===== config.mk =====
export PLATFORM = sky130hd
export DESIGN_NAME = spi_slave_word
export DESIGN_NICKNAME = d
export VERILOG_FILES = /design/src/rtl/spi_slave_word.sv
export SDC_FILE = /design/constraint.sdc
export NUM_CORES = 1
export LEC_CHECK = 0
export BUFFER_PORTS_ARGS = -buffer_cell sky130_fd_sc_hd__buf_2
export CAP_MARGIN = 25
export CORE_ASPECT_RATIO = 1.75
export CORE_MARGIN = 2
export CORE_UTILIZATION = 45
export DETAILED_ROUTE_END_ITERATION = 16
export GPL_TIMING_DRIVEN = 0
export PLACE_DENSITY = 0.76
export SETUP_SLACK_MARGIN = 0.5
export SLEW_MARGIN = 10
export SYNTH_ARGS = -nofsm -noshare
export SYNTH_HDL_FRONTEND = slang
export SYNTH_SLANG_ARGS = --single-unit

===== constraint.sdc =====
create_clock -name i_clk -period 3.4 [get_ports i_clk]
set_input_delay 0.34 -clock i_clk [delete_from_list [all_inputs] [get_ports i_clk]]
set_output_delay 0.34 -clock i_clk [all_outputs]
set_load 0.02 [all_outputs]

===== src/rtl/spi_slave_word.sv =====
// SPI mode-0 slave (CPOL=0, CPHA=0, MSB first) running entirely in the i_clk domain.
// Pins are synchronised and edge-detected; words are shifted in on SCLK rise and out on SCLK fall.
module spi_slave_word #(
  parameter int NB_BITS = 32,
  parameter int N_SYNC  = 2
) (
  input  logic               i_clk,
  input  logic               i_rst,
  input  logic               i_sclk,
  input  logic               i_mosi,
  input  logic               i_cs_n,
  input  logic [NB_BITS-1:0] i_data,
  output logic               o_miso,
  output logic [NB_BITS-1:0] o_data,
  output logic               o_valid,
  output logic               o_busy,
  output logic               o_frame_err
);

  localparam int CW = $clog2(NB_BITS);

  typedef enum logic {ST_IDLE, ST_ACTIVE} state_t;

  logic [N_SYNC-1:0]  sclk_sync_q, sclk_sync_d;
  logic [N_SYNC-1:0]  mosi_sync_q, mosi_sync_d;
  logic [N_SYNC-1:0]  cs_sync_q,   cs_sync_d;
  logic               sclk_dly_q,  sclk_dly_d;
  logic               cs_dly_q,    cs_dly_d;
  logic [N_SYNC:0]    fill_q,      fill_d;
  logic               armed_q,     armed_d;
  state_t             state_q,     state_d;
  logic [NB_BITS-1:0] rx_q,        rx_d;
  logic [NB_BITS-1:0] tx_q,        tx_d;
  logic [CW-1:0]      cnt_q,       cnt_d;
  logic               pend_q,      pend_d;
  logic [NB_BITS-1:0] data_q,      data_d;
  logic               valid_q,     valid_d;
  logic               busy_q,      busy_d;
  logic               err_q,       err_d;

  logic sclk_s, mosi_s, cs_s;
  logic sclk_rise, sclk_fall, cs_rise, cs_fall;

  assign sclk_s    = sclk_sync_q[N_SYNC-1];
  assign mosi_s    = mosi_sync_q[N_SYNC-1];
  assign cs_s      = cs_sync_q[N_SYNC-1];
  assign sclk_rise = sclk_s & ~sclk_dly_q;
  assign sclk_fall = ~sclk_s & sclk_dly_q;
  assign cs_rise   = cs_s & ~cs_dly_q;
  // A frame only starts from a cs_n high that was really seen on the pin, so a
  // cs_n held low through reset cannot masquerade as a falling edge.
  assign cs_fall   = ~cs_s & cs_dly_q & armed_q;

  always_comb begin
    // NOTE: every _d gets a default first so no path leaves it unassigned (no latches).
    sclk_sync_d = {sclk_sync_q[N_SYNC-2:0], i_sclk};
    mosi_sync_d = {mosi_sync_q[N_SYNC-2:0], i_mosi};
    cs_sync_d   = {cs_sync_q[N_SYNC-2:0], i_cs_n};
    sclk_dly_d  = sclk_s;
    cs_dly_d    = cs_s;
    fill_d      = {fill_q[N_SYNC-1:0], 1'b1};
    armed_d     = armed_q | (fill_q[N_SYNC] & cs_s);
    state_d     = state_q;
    rx_d        = rx_q;
    tx_d        = tx_q;
    cnt_d       = cnt_q;
    pend_d      = 1'b0;
    data_d      = data_q;
    valid_d     = 1'b0;
    busy_d      = busy_q;
    err_d       = 1'b0;

    if (pend_q) begin
      data_d  = rx_q;
      valid_d = 1'b1;
    end

    case (state_q)
      ST_IDLE: begin
        if (cs_fall) begin
          state_d = ST_ACTIVE;
          tx_d    = i_data;
          cnt_d   = '0;
          busy_d  = 1'b1;
        end
      end
      ST_ACTIVE: begin
        // cs_n rise takes priority over any SCLK edge seen in the same cycle.
        if (cs_rise) begin
          state_d = ST_IDLE;
          busy_d  = 1'b0;
          err_d   = (cnt_q != '0);
          cnt_d   = '0;
        end else if (sclk_rise) begin
          rx_d = {rx_q[NB_BITS-2:0], mosi_s};
          if (cnt_q == CW'(NB_BITS - 1)) begin
            cnt_d  = '0;
            pend_d = 1'b1;
          end else begin
            cnt_d = cnt_q + 1'b1;
          end
        end else if (sclk_fall) begin
          tx_d = (cnt_q == '0) ? i_data : {tx_q[NB_BITS-2:0], 1'b0};
        end
      end
      default: state_d = ST_IDLE;
    endcase
  end

  // NOTE: sequential state uses <= only, so every flop samples the pre-edge values.
  always_ff @(posedge i_clk) begin
    if (i_rst) begin
      sclk_sync_q <= '0;
      mosi_sync_q <= '0;
      cs_sync_q   <= '1;
      sclk_dly_q  <= 1'b0;
      cs_dly_q    <= 1'b1;
      fill_q      <= '0;
      armed_q     <= 1'b0;
      state_q     <= ST_IDLE;
      rx_q        <= '0;
      tx_q        <= '0;
      cnt_q       <= '0;
      pend_q      <= 1'b0;
      data_q      <= '0;
      valid_q     <= 1'b0;
      busy_q      <= 1'b0;
      err_q       <= 1'b0;
    end else begin
      sclk_sync_q <= sclk_sync_d;
      mosi_sync_q <= mosi_sync_d;
      cs_sync_q   <= cs_sync_d;
      sclk_dly_q  <= sclk_dly_d;
      cs_dly_q    <= cs_dly_d;
      fill_q      <= fill_d;
      armed_q     <= armed_d;
      state_q     <= state_d;
      rx_q        <= rx_d;
      tx_q        <= tx_d;
      cnt_q       <= cnt_d;
      pend_q      <= pend_d;
      data_q      <= data_d;
      valid_q     <= valid_d;
      busy_q      <= busy_d;
      err_q       <= err_d;
    end
  end

  assign o_miso      = (state_q == ST_ACTIVE) & tx_q[NB_BITS-1];
  assign o_data      = data_q;
  assign o_valid     = valid_q;
  assign o_busy      = busy_q;
  assign o_frame_err = err_q;

endmodule

==> metrics.md, run 1 <==
| Metric | Value |
|---|---|
| Seq/Total Area, Yosys | between 50% and 60% |
| Via count | 3787 |
| CTS resizes | 0 |
| RSZ-0062 raised after global routing | false |
| Remaining antenna violation count after routing | 0 |
| Synth cell types | 38 |
| Worst IR drop on VDD | ~0.49 mV |
| WL per Instance | 13.7 microns |
| CTS tree | yes |
| Syn Inst Count | 508 |
| Pwr dens | 565 nW/um^2 |
| Die X | approximately 80 microns |
| Total grt overflow | 0 |
| Via density | around 5 |
| Worst path required time | 3.66 ns |
| Top cell type's share of synthesized area | between 50% and 60% |
| Die area | ~11000 sq um |
| Drt drc | 0 |
| Chip height | around 140 microns |
| Post-Syn Area per Cell | around 9.1 sq um |
| Largest net degree at the start of global routing | 17 |
| Crit-path slowest cell | or4b_4 |
| Total Routing Usage GR | between 10% and 20% |
| H-tree Lvls | 4 |
| Period utilization | between 50 and 60% |
| CORE AREA | 9910 sq um |
| Worst-path clk slew | 0.05 ns |
| Share of layout cells above drive strength 1 | between 20% and 30% |
| Slew Limit Headroom | a little under three fifths |
| Least-Margin Pin Slew | about 0.64 ns |
| First-pass GRT wire length | ~16000 microns |
| Crit path cell chain | inv_1, ha_1, or4b_4, and2_1, buf_6, buf_6, a21oi_1, a221oi_1 |
| P_leak | 2.26 nW |
| Mapped Area | roughly 4600 sq um |
| Layout area overhead | 23.7% |
| Peak Freq | approximately 0.53 GHz |
| Commonest non-fill, non-tap cells in the layout | 118 x dfxtp_1, 96 x nand2_1, 81 x buf_2 |
| Vias in the first global route | ~3800 |
| CP startpoint kind | flop |
| Worst-path fanout max | 10 |
| I/O Buffers | a little over 70 |
| Final Critical Period | between 1.5 and 2 ns |
| Slew Viols, Final | 0 |
| Yosys reg bits | roughly 120 |
| Ports | between 70 and 80 |
| Synthesized net count | around 550 |
| Crit path buffers/inverters | 3 |
| Clock buffer count from CTS | 17 |
| Worst Setup Path Type | reg -> reg |
| Final #Nets | 638 |
| Fillcell total | slightly above 900 |
| Initial core utilization | a little under half |
| Pre-antenna DRT Iters | 4 |
| DP Area | a little over 5000 sq um |
| Layout Cell Area excl Fill | 5700 sq um |
| N_diodes | 0 |
| Clk sinks | approximately 120 |
| Delay-heaviest family, CP | simple AND/OR/NAND/NOR gates |
| Root Driver | clkbuf_16 |
| Crit-path max cell delay | between 0.4 and 0.5 ns |
| Status | finished clean |
| Final Wtd Congestion | 0.778 |
| Fin Setup TNS | 0 ns |
| WL final | between 10000 and 15000 microns |
| Final Core Density | between 50% and 60% |
| YS warnings | 0 |
| Setup WS pre-CTS | roughly 1.5 ns |
| Final setup viols | 0 |
| Arrival time of the worst setup path | roughly 2.1 ns |
| Worst skew pair latency | about 0.4 ns |
| Post-CTS Hold Buffers | 0 |
| Most common cell after layout, fill and taps aside | dfxtp_1 |
| Final Hold Fails | 0 |
| Final Skew | 0.00810 ns |
| Worst Hold Class | in -> reg |
| Pwr Total | roughly 3.2 mW |
| Critical Path End Type | flop |
| FP Rows | 48 |
| DR iter-0 viols | approximately 130 |
| Post-DP HPWL | a little over 7000 microns |
| Initial antenna violation count | 0 |
| Buffer count from post-CTS setup fixing | 0 |
| Total of max-cap violations | 0 |
| Max clock buf depth | 2 |
| Post-synth top area cell | dfxtp_1 |
| Setup WS post-layout | about 1.5 ns |
| CP dominant cell by count | buf_6 |
| Synth top area cells | dfxtp_1 51%, nand2_1 7.8%, mux2i_1 7.0%, a21oi_1 6.8%, a221oi_1 4.0% |
[metrics by stage]
| step | cells | hold WS (ns) |
|---|---|---|
| after detailed placement | 704 | 0.397 |
| after CTS | 736 | 0.100 |
| after floorplan | 508 | 0.389 |
| after global routing | 736 | 0.108 |
| final | 736 | 0.113 |
| after global placement | 704 | 0.396 |
[Yosys cell counts]
library cell,number
mux2i_1,32
and3_1,4
clkbuf_4,2
or4_1,1
a221oi_1,21
a21oi_1,63
inv_1,36
buf_6,9
or4b_4,1
or2_2,3
nand3_1,6
buf_2,10
nand2_1,96
nand4b_1,1
ha_1,3
a31oi_1,2
dfxtp_1,118
nor3_1,1
nand4_1,1
nand2_2,1
inv_2,1
and2_1,1
a221oi_2,9
or4b_1,1
buf_4,1
a32oi_1,1
o21ai_0,1
buf_1,2
nand3b_1,2
nor2b_1,11
nand2b_1,1
nor2_1,36
o21a_1,2
a21oi_2,9
nand4bb_1,1
o41a_1,1
clkbuf_1,16
or3_1,1
[registers in the layout (all words and copies together) (netlist names), 2 cells and up]
register     cells
o_data          32
mosi_sync_q      2
fill_q           3
tx_q            32
sclk_sync_q      2
cnt_q            5
rx_q            32
cs_sync_q        2
[cell families after synthesis]
logic type / synth area share (%)
simple gates: 16.1
flops: 51.3
compound gates: 16.6
buf+inv: 8.26
mux: 6.95
fa+ha+maj: 0.815
[per-layer routing]
metal | global-route usage, % | wire, microns
met5 | 0 | 0
met4 | 8.10 | 127
met3 | 6.32 | 521
met2 | 35.3 | 5450
met1 | 18.7 | 3960
[power by group]
| part | internal (mW) | switching [mW] | total, mW |
|---|---|---|---|
| Combinational | 0.0359 | 0.0526 | 0.0885 |
| Sequential | 1.40 | 0.00624 | 1.40 |
| Clock | 1.08 | 0.649 | 1.73 |
| Total | 2.51 | 0.708 | 3.22 |
[worst reg2reg max path, stage by stage, from the launching register on]
cell,delay [ns]
dfxtp_1,0.34
inv_1,0.08
ha_1,0.13
or4b_4,0.47
and2_1,0.18
buf_6,0.12
buf_6,0.14
a21oi_1,0.17
a221oi_1,0.09
[worst paths after layout]
check / startpoint / to / slack, ns / depth (start not counted)
setup / recovery: cnt_q[1]$_SDFFE_PP0P_ / tx_q[22]$_SDFFE_PP0P_ / 1.52 / 8
hold / removal: i_cs_n / cs_sync_q[0]$_SDFF_PP1_ / 0.11 / 2
setup reg to reg: cnt_q[1]$_SDFFE_PP0P_ / tx_q[22]$_SDFFE_PP0P_ / 1.52 / 8
hold reg to reg: cs_sync_q[0]$_SDFF_PP1_ / cs_sync_q[1]$_SDFF_PP1_ / 0.41 / 1
[area by class of cell]
cell class,instances,area (sq um),share of cell area [%]
plain buffers,40,241,4.24
flip-flops and latches,118,2360,41.4
inverters,37,139,2.44
well taps,125,156,2.74
multi-input cells,313,1860,32.7
clock buffers,17,425,7.46
repair buffers,71,355,6.23
clock inverters,15,156,2.74
Power figures use the tool's default switching activity.
==> run 2, diff against run 1 <==
==> constraint.sdc (replaced) <==
create_clock -name i_clk -period 1.8 [get_ports i_clk]
set_input_delay 0.18 -clock i_clk [delete_from_list [all_inputs] [get_ports i_clk]]
set_output_delay 0.18 -clock i_clk [all_outputs]
set_load 0.02 [all_outputs]
==> metrics.md, run 2 (synthesis results as in run 1) <==
| Metric | Value |
|---|---|
| Worst skew pair latency | 0.41 ns (about the same) |
| Grt met1 use | 20.3% (+1.6 points) |
| Chip height | 138 microns (unchanged) |
| Hold path endpoint | sclk_sync_q[0]$_SDFF_PP0_ |
| Final setup viols | 1 (+1) |
| Ports | 73 (unchanged) |
| N_diodes | 0 (unchanged) |
| H-tree Lvls | 4 (unchanged) |
| Period utilization | 100% (+45 points) |
| P_leak | 2.58 nW (+14%) |
| Post-DP HPWL | 7350 microns (+3.2%) |
| Final Hold Fails | 0 (unchanged) |
| WL final | 12300 microns (+22%) |
| Via count | 3955 (+4.4%) |
| Arrival time of the worst setup path | 2.05 ns (-0.09 ns) |
| CORE AREA | 9910 sq um (unchanged) |
| Total grt overflow | 0 (unchanged) |
| Die X | 80.5 microns (unchanged) |
| Worst Setup Path Type | reg -> reg |
| Commonest non-fill, non-tap cells in the layout | 112 x dfxtp_1, 70 x buf_2, 64 x nand2_1 |
| Failing checks | negative setup slack |
| Final #Nets | 661 (+3.6%) |
| Fillcell total | 717 (-21%) |
| Slew Viols, Final | 0 (unchanged) |
| Worst Hold Class | in -> reg |
| Pwr dens | 885 nW/um^2 (+57%) |
| Clock buffer count from CTS | 17 (unchanged) |
| Vias in the first global route | 3933 (+3.3%) |
| First-pass GRT wire length | 18100 microns (+9.9%) |
| Die area | 11100 sq um (unchanged) |
| Total Routing Usage GR | 21.2% (+2.2 points) |
| Via density | 5.22 (+1.5%) |
| Hold path startpoint | i_sclk |
| Layer with the highest usage | met2 |
| Setup WS post-layout | -0.000583 ns (-1.52 ns) |
| FP Rows | 48 (unchanged) |
| Worst-path fanout max | 7 (-3) |
| Pre-antenna DRT Iters | 4 (unchanged) |
| Final Skew | 0.0116 ns (+0.00353 ns) |
| Layout area overhead | 48.6% |
| Met3 usage | 5.40% (-0.91 points) |
| Flop2flop setup slack | -0.0006 ns (-1.52 ns) |
| Peak Freq | 0.555 GHz (+4.5%) |
| Setup WS pre-CTS | -0.0829 ns (-1.62 ns) |
| Worst-path clk slew | 0.05 ns (about the same) |
| Slew Limit Headroom | 52.9% (-4.1 points) |
| RSZ-0062 raised after global routing | true |
| Root Driver | clkbuf_16 |
| Worst path required time | 2.05 ns (-1.61 ns) |
| Initial core utilization | 46.5% (unchanged) |
| Layout Cell Area excl Fill | 6850 sq um (+20%) |
| Least-Margin Pin Slew | 0.706 ns (+0.0689 ns) |
| Initial antenna violation count | 0 (unchanged) |
| DR iter-0 viols | 105 (-21%) |
| GR Util met2 | 41.7% (+6.3 points) |
| Worst IR drop on VDD | 0.862 mV (+76%) |
| WL per Instance | 16.2 microns (+19%) |
| Status | finished, violations left |
| Remaining antenna violation count after routing | 0 (unchanged) |
| R2R depth | 8 (unchanged) |
| Drt drc | 0 (unchanged) |
| CTS tree | yes |
| Final Wtd Congestion | 0.758 (-2.6%) |
| Hold Path Depth | 2 (unchanged) |
| Share of layout cells above drive strength 1 | 47.5% (+23 points) |
| Clk sinks | 118 (unchanged) |
| Total of max-cap violations | 0 (unchanged) |
| DP Area | 5240 sq um (+2.4%) |
| CP startpoint kind | flop |
| Max clock buf depth | 2 (unchanged) |
| Largest net degree at the start of global routing | 17 (unchanged) |
| I/O Buffers | 71 (unchanged) |
| FF-to-FF Start | cnt_q[0]$_SDFFE_PP0P_ |
| R2R Path End | tx_q[8]$_SDFFE_PP0P_ |
| Critical Path End Type | flop |
| Most common cell after layout, fill and taps aside | dfxtp_1 |
| Final Critical Period | 1.80 ns (-0.0802 ns) |
[run 2: changes by cell type in the layout (fill, tap and decap cells not counted), moves of 8 or more]
| cell | previous run | this run |
|---|---|---|
| nand2_2 | 1 | 27 |
| a221oi_1 | 21 | 3 |
| a21oi_4 | 0 | 25 |
| a221oi_2 | 9 | 27 |
| buf_4 | 1 | 9 |
| buf_2 | 81 | 70 |
| a21oi_2 | 9 | 37 |
| nand2_1 | 96 | 64 |
| buf_6 | 9 | 21 |
| a21oi_1 | 63 | 10 |
[run 2: report_power, final]
part | switching [mW] | total (mW) | internal, mW | leakage [nW]
clock network | 1.17 | 3.18 | 2.02 | 0.256
logic | 0.133 | 0.219 | 0.0859 | 1.37
registers | 0.0191 | 2.66 | 2.64 | 0.954
[run 2: worst max path at each step]
stage                                     start  depth (start not counted)  slack (ns)               endpoint
after CTS                 cnt_q[0]$_SDFFE_PP0P_                          8        0.01   tx_q[8]$_SDFFE_PP0P_
after floorplan           cnt_q[0]$_SDFFE_PP0P_                          8        0.13  tx_q[16]$_SDFFE_PP0P_
after global placement    cnt_q[0]$_SDFFE_PP0P_                          7        0.02   tx_q[7]$_SDFFE_PP0P_
final                     cnt_q[0]$_SDFFE_PP0P_                          8     -0.0006   tx_q[8]$_SDFFE_PP0P_
after global routing      cnt_q[1]$_SDFFE_PP0P_                          8       -0.05   tx_q[8]$_SDFFE_PP0P_
after detailed placement  cnt_q[0]$_SDFFE_PP0P_                          7       -0.08   tx_q[8]$_SDFFE_PP0P_
[run 2: final cells by class]
| cell class | count | area (sq um) | area share [%] |
|---|---|---|---|
| multi-input cells | 313 | 2590 | 37.8 |
| flip-flops and latches | 118 | 2370 | 34.6 |
| repair buffers | 94 | 654 | 9.56 |
| clock buffers | 18 | 429 | 6.27 |
| plain buffers | 40 | 375 | 5.48 |
| well taps | 125 | 156 | 2.28 |
| inverters | 37 | 141 | 2.06 |
| clock inverters | 12 | 133 | 1.94 |
[run 2: routing by layer]
metal	vias to the layer above	share of wire, %
met1	1914	37
met3	22	3.4
met5	-	0
met4	0	2.2
met2	83	58
li1	1936	-
[run 2: stage by stage]
| stage | total power [mW] | util (%) | TNS (ns) | std cells | hold slack (ns) |
|---|---|---|---|---|---|
| after floorplan | 2.81 | - | 0 | 508 | 0.284 |
| after global placement | 2.87 | 52.9 | 0 | 704 | 0.377 |
| after detailed placement | 2.88 | 52.9 | -0.210 | 704 | 0.395 |
| after CTS | 6.07 | 63.8 | 0 | 754 | 0.00448 |
| after global routing | 6.26 | 69.1 | -0.268 | 757 | 0.0153 |
| final | 6.06 | 69.1 | -0.000583 | 757 | 0.0208 |
[run 2: timing repair]
item | in CTS | in global routing
resized for setup | 80 | 121
buffers inserted | 10 | 2
hold buffers | 1 | 0
pin swaps | 10 | 28
cloned | 9 | 1
hold endpoints to repair | 1 | 0
endpoints found under the setup margin | 101 | 102
[run 2: critical path, cell delays in order, from the launching register on]
cell and delay, ns:
dfxtp_2 0.33, inv_2 0.06, ha_4 0.11, or4b_4 0.46, and2_4 0.17, buf_12 0.15, clkbuf_16 0.17, a21oi_4 0.14
a221oi_2 0.07
